<file path="src/rtl/rptr_empty_ae.sv">
// Read-side pointer, empty / almost-empty flags, fill count and sticky underflow for an async FIFO.
// Optional macro RPTR_LOOKAHEAD_EN drives raddr from the next binary pointer for registered-read RAMs.
module rptr_empty_ae #(
    parameter int ADDRSIZE = 4
) (
    input  logic                rclk,
    input  logic                rrst,
    input  logic                rinc,
    input  logic [ADDRSIZE:0]   rq2_wptr,
    input  logic [ADDRSIZE:0]   ae_level,
    input  logic                uflow_clr,
    output logic [ADDRSIZE-1:0] raddr,
    output logic [ADDRSIZE:0]   rptr,
    output logic                rempty,
    output logic                raempty,
    output logic [ADDRSIZE:0]   rcount,
    output logic                ruflow
);

    logic [ADDRSIZE:0] rbin_q, rbin_d;
    logic [ADDRSIZE:0] rptr_q, rptr_d;
    logic [ADDRSIZE:0] rcount_q, rcount_d;
    logic              rempty_q, rempty_d;
    logic              raempty_q, raempty_d;
    logic              ruflow_q, ruflow_d;

    logic [ADDRSIZE:0] rbnext;
    logic [ADDRSIZE:0] rgnext;
    logic [ADDRSIZE:0] wbin;
    logic [ADDRSIZE:0] cnt_next;
    logic              pop;
    logic              uflow_set;

    function automatic logic [ADDRSIZE:0] gray2bin(input logic [ADDRSIZE:0] g);
        logic [ADDRSIZE:0] b;
        b[ADDRSIZE] = g[ADDRSIZE];
        for (int i = ADDRSIZE - 1; i >= 0; i--) begin
            b[i] = b[i+1] ^ g[i];
        end
        return b;
    endfunction

    always_comb begin
        pop       = rinc & ~rempty_q;
        uflow_set = rinc & rempty_q;
        rbnext    = rbin_q + {{ADDRSIZE{1'b0}}, pop};
        rgnext    = (rbnext >> 1) ^ rbnext;
        wbin      = gray2bin(rq2_wptr);
        // Modulo subtraction; the synchronised write pointer lags, so this under-reports.
        cnt_next  = wbin - rbnext;

        rbin_d    = rbnext;
        rptr_d    = rgnext;
        rempty_d  = (rgnext == rq2_wptr);
        raempty_d = (cnt_next <= ae_level);
        rcount_d  = cnt_next;
        ruflow_d  = uflow_set | (ruflow_q & ~uflow_clr);
    end

    always_ff @(posedge rclk) begin
        if (rrst) begin
            rbin_q    <= '0;
            rptr_q    <= '0;
            rcount_q  <= '0;
            rempty_q  <= 1'b1;
            raempty_q <= 1'b1;
            ruflow_q  <= 1'b0;
        end else begin
            rbin_q    <= rbin_d;
            rptr_q    <= rptr_d;
            rcount_q  <= rcount_d;
            rempty_q  <= rempty_d;
            raempty_q <= raempty_d;
            ruflow_q  <= ruflow_d;
        end
    end

`ifdef RPTR_LOOKAHEAD_EN
    assign raddr = rbnext[ADDRSIZE-1:0];
`else
    assign raddr = rbin_q[ADDRSIZE-1:0];
`endif

    assign rptr    = rptr_q;
    assign rempty  = rempty_q;
    assign raempty = raempty_q;
    assign rcount  = rcount_q;
    assign ruflow  = ruflow_q;

endmodule

</file>
<file path="config.mk">
export PLATFORM = sky130hd
export DESIGN_NAME = rptr_empty_ae
export DESIGN_NICKNAME = d
export VERILOG_FILES = /design/src/rtl/rptr_empty_ae.sv
export SDC_FILE = /design/constraint.sdc
export NUM_CORES = 1
export LEC_CHECK = 0
export CAP_MARGIN = 30
export CORE_MARGIN = 4
export CORE_UTILIZATION = 43
export DETAILED_ROUTE_END_ITERATION = 12
export PLACE_DENSITY_LB_ADDON = 0.12
export SLEW_MARGIN = 0
export SYNTH_ARGS = -nofsm -noshare
export SYNTH_HDL_FRONTEND = slang
export SYNTH_SLANG_ARGS = --single-unit
</file>
<file path="constraint.sdc">
create_clock -name rclk -period 7.8 [get_ports rclk]
set_input_delay 1.56 -clock rclk [delete_from_list [all_inputs] [get_ports rclk]]
set_output_delay 1.56 -clock rclk [all_outputs]
set_load 0.05 [all_outputs]
</file>
==> Flow_metrics.wiki <==
{| class="wikitable"
! Metric !! Value
|-
| Run status || complete, no violations
|-
| Worst EP arrival || 4.73 ns
|-
| Ys Warns || 0
|-
| Mean number of vias per cell || 4.82
|-
| Final standard cell utilization of the core || 64.8%
|-
| Critical path fanouts, max || 3
|-
| Number of iterations in the first detailed-routing pass || 4
|-
| Syn nets || 127
|-
| Count of clock tree sinks || 17
|-
| Achievable frequency || 219 MHz
|-
| Minimum hold slack || 0.470 ns
|-
| Hold Path Class || reg -> reg
|-
| Remaining antenna violation count || 0
|-
| Critical path capture point type || flip-flop
|-
| CTS tree || built
|-
| Die outline area || 3070 µm²
|-
| Transition time at the pin with the least slew margin || 0.610 ns
|-
| Antenna violations before repair || 0
|-
| Total congestion overflow || 0
|-
| Flip-flop and latch count after synthesis || 17
|-
| Time the final worst path needs with I/O delays and setup || 4.56 ns
|-
| Starting Density || 47.4%
|-
| Delay contributed by the slowest stage of the critical path || 0.50 ns
|-
| Diode insertion count for antenna repair || 0
|-
| Number of distinct library cell variants in the gate-level netlist after synthesis || 27
|-
| Most numerous cell on the critical path || sky130_fd_sc_hd__xor2_1
|-
| Smallest setup slack after layout || 3.24 ns
|-
| Critical path data required time || 7.97 ns
|-
| Post-synthesis cell area || 967 µm²
|-
| Number of filler instances in the final layout || 194
|-
| Worst-skew pair later-pin latency || 0.28 ns
|-
| Htree depth || 1
|-
| Post-placement worst setup slack || 2.93 ns
|-
| Die Height || 55.4 µm
|-
| DRC violations left || 0
|-
| Total power density per cell area || 194 nW/µm²
|-
| Max-slew violation total from the final report || 0
|-
| Port Buffers || 30
|-
| Proportion of layout cells with a drive suffix above 1 || 4.48%
|-
| Total via count in the routed design || 776
|-
| Area added between synthesis and finish || 36.9%
|-
| Number of buffers inserted during clock tree synthesis || 3
|-
| CTS Root Cell || sky130_fd_sc_hd__clkbuf_4
|-
| Worst-case vdd ir drop || 0.134 mV
|-
| # Max-Cap Violations || 0
|-
| Routed Wire Length || 1770 µm
|-
| Die outline width || 55.4 µm
|-
| Iteration-0 DRC count of the detailed router || 20
|-
| Period Utilization, post-route || 58.5%
|-
| Type of origin of the critical path || input port
|-
| Launch point of the worst hold path || ruflow$_SDFF_PP0_
|-
| Last weighted congestion value of the routability-driven placer || 0.768
|-
| Skew final || 0.00125 ns
|-
| Final-report setup violation count || 0
|-
| Average wire per cell in the routed design || 11.0 µm
|-
| CP delay by family, top || XOR/XNOR gates
|-
| Number of gates given a new drive strength after cts || 0
|-
| Reg-to-reg critical path startpoint || rempty$_SDFF_PP1_
|-
| Critical-path top delay cell || sky130_fd_sc_hd__clkdlybuf4s50_1
|-
| Crit-path cells || clkdlybuf4s50_1, xor2_1, xnor2_1, xor2_1, xor2_1, ha_1, fa_1, inv_1, a21o_1, a21oi_1, xnor2_1, ha_1, and3_1, a31oi_1, o21ai_0
|-
| RSZ-0062 raised after global routing || no
|-
| Average size of a mapped cell || 9.58 µm²
|-
| Worst setup path startpoint || rq2_wptr[3]
|-
| # Post-CTS Setup Buffers || 0
|-
| Maximum number of pins on one net before global-route repair || 18
|-
| HPWL after detailed placement || 1460 µm
|-
| Boundary Pins || 31
|-
| WS Path Type || in -> reg
|-
| Share of the yosys chip area belonging to registers || 35.2%
|-
| Wire length of the first global-routing pass || 3170 µm
|-
| Placeable Area || 2040 µm²
|-
| Via count of the first global-routing pass || 738
|-
| CTS Hold Bufs || 0
|-
| Slew Limit Headroom || 59.2%
|-
| Clock Pin Slew Worst Setup and Hold Paths || 0.09 ns
|-
| Worst path bufs/invs || 2
|-
| Total number of nets in the final design || 161
|-
| Post-synthesis cell count || 101
|-
| Num rows || 16
|-
| Buffer depth of the longest clock path || 2
|-
| LEAKAGE || 0.574 nW
|-
| Number of hold violations in the final report || 0
|-
| Tot GR Track Use || 12.6%
|-
| Total Negative Setup Slacks || 0 ns
|}
## per-stage QoR
step           power (W)  cell area, µm²  std cells
2_1_floorplan   0.000180             967        101
3_3_place_gp    0.000212            1300        157
3_5_place_dp    0.000214            1300        157
4_1_cts         0.000261            1320        161
5_1_grt         0.000276            1320        161
6_report        0.000257            1320        161
## layer usage
metal  wire length, µm  vias to the layer above  GRT usage (%)
met2               758                       21           19.3
met3               118                        2           3.50
met5                 0                        -              0
met1               885                      353           16.6
li1                  -                      400              -
met4                10                        0           5.21
## cell families after synthesis
family | Yosys count | synth area share [%]
and+or+nand+nor | 28 | 15.9
buffers and inverters | 11 | 4.27
adders and majority gates | 12 | 16.3
xor gates and xnor gates | 20 | 18.9
DFF | 17 | 35.2
AOI/OAI and AO/OA | 12 | 8.41
muxes | 1 | 1.03
## power breakdown
part	leakage, nW	total (W)	internal (W)	switching (W)
combinational	0.419	0.000113	0.0000492	0.0000642
sequential	0.140	0.0000979	0.0000952	0.00000268
clock	0.0150	0.0000461	0.0000198	0.0000262
total	0.574	0.000257	0.000164	0.0000931
## path summary, 6_finish.rpt
check | to | cells after the start | slack [ns]
min | ruflow$_SDFF_PP0_ | 2 | 0.47
max reg2reg | raempty$_SDFF_PP1_ | 13 | 4.82
min reg2reg | ruflow$_SDFF_PP0_ | 2 | 0.47
max | raempty$_SDFF_PP1_ | 15 | 3.24
## final cells by class
class | count | area, µm² | share of cell area (%)
Multi-Input combinational cell | 73 | 586 | 44.2
Sequential cell | 17 | 340 | 25.7
Timing Repair Buffer | 30 | 300 | 22.7
Inverter | 10 | 37.5 | 2.84
Tap cell | 27 | 33.8 | 2.55
Clock buffer | 4 | 26.3 | 1.98
## sequential cells by signal (all words and copies together) (netlist names)
| register | count |
|---|---|
| rptr | 4 |
| ruflow | 1 |
| rempty | 1 |
| raempty | 1 |
| rcount | 5 |
| rbin_q | 5 |
## cells in the final DEF, fill, tap and decap left out, drive strengths merged, types with 2 or more instances in the layout
master         count
nand2              3
clkdlybuf4s50     30
dfxtp             17
a21oi              3
ha                11
xnor2             10
inv               10
a21o               2
o21a               3
and3               2
nand2b             2
nor2b              6
xor2              10
clkbuf             4
nor2              10
## cells in the mapped netlist, drive strengths merged
cell type | n | area (µm²)
dfxtp | 17 | 340
ha | 11 | 138
inv | 10 | 37.5
nor2 | 10 | 37.5
xnor2 | 10 | 87.6
xor2 | 10 | 95.1
nor2b | 6 | 37.5
a21oi | 3 | 15.0
nand2 | 3 | 11.3
o21a | 3 | 22.5
a21o | 2 | 15.0
and3 | 2 | 13.8
nand2b | 2 | 12.5
a21boi | 1 | 7.51
a31oi | 1 | 6.26
a41o | 1 | 10.0
and4b | 1 | 10.0
clkbuf | 1 | 3.75
fa | 1 | 20.0
mux2i | 1 | 10.0
nand3 | 1 | 5.00
nand4 | 1 | 6.26
nor3b | 1 | 7.51
nor4 | 1 | 12.5
o21ai | 1 | 5.00
## worst min-delay path, delay by kind of cell (launching register included)
family,cells,cell delay (ns)
flops,1,0.32
compound gates,1,0.05
simple gates,1,0.06
Power figures use the tool's default switching activity.
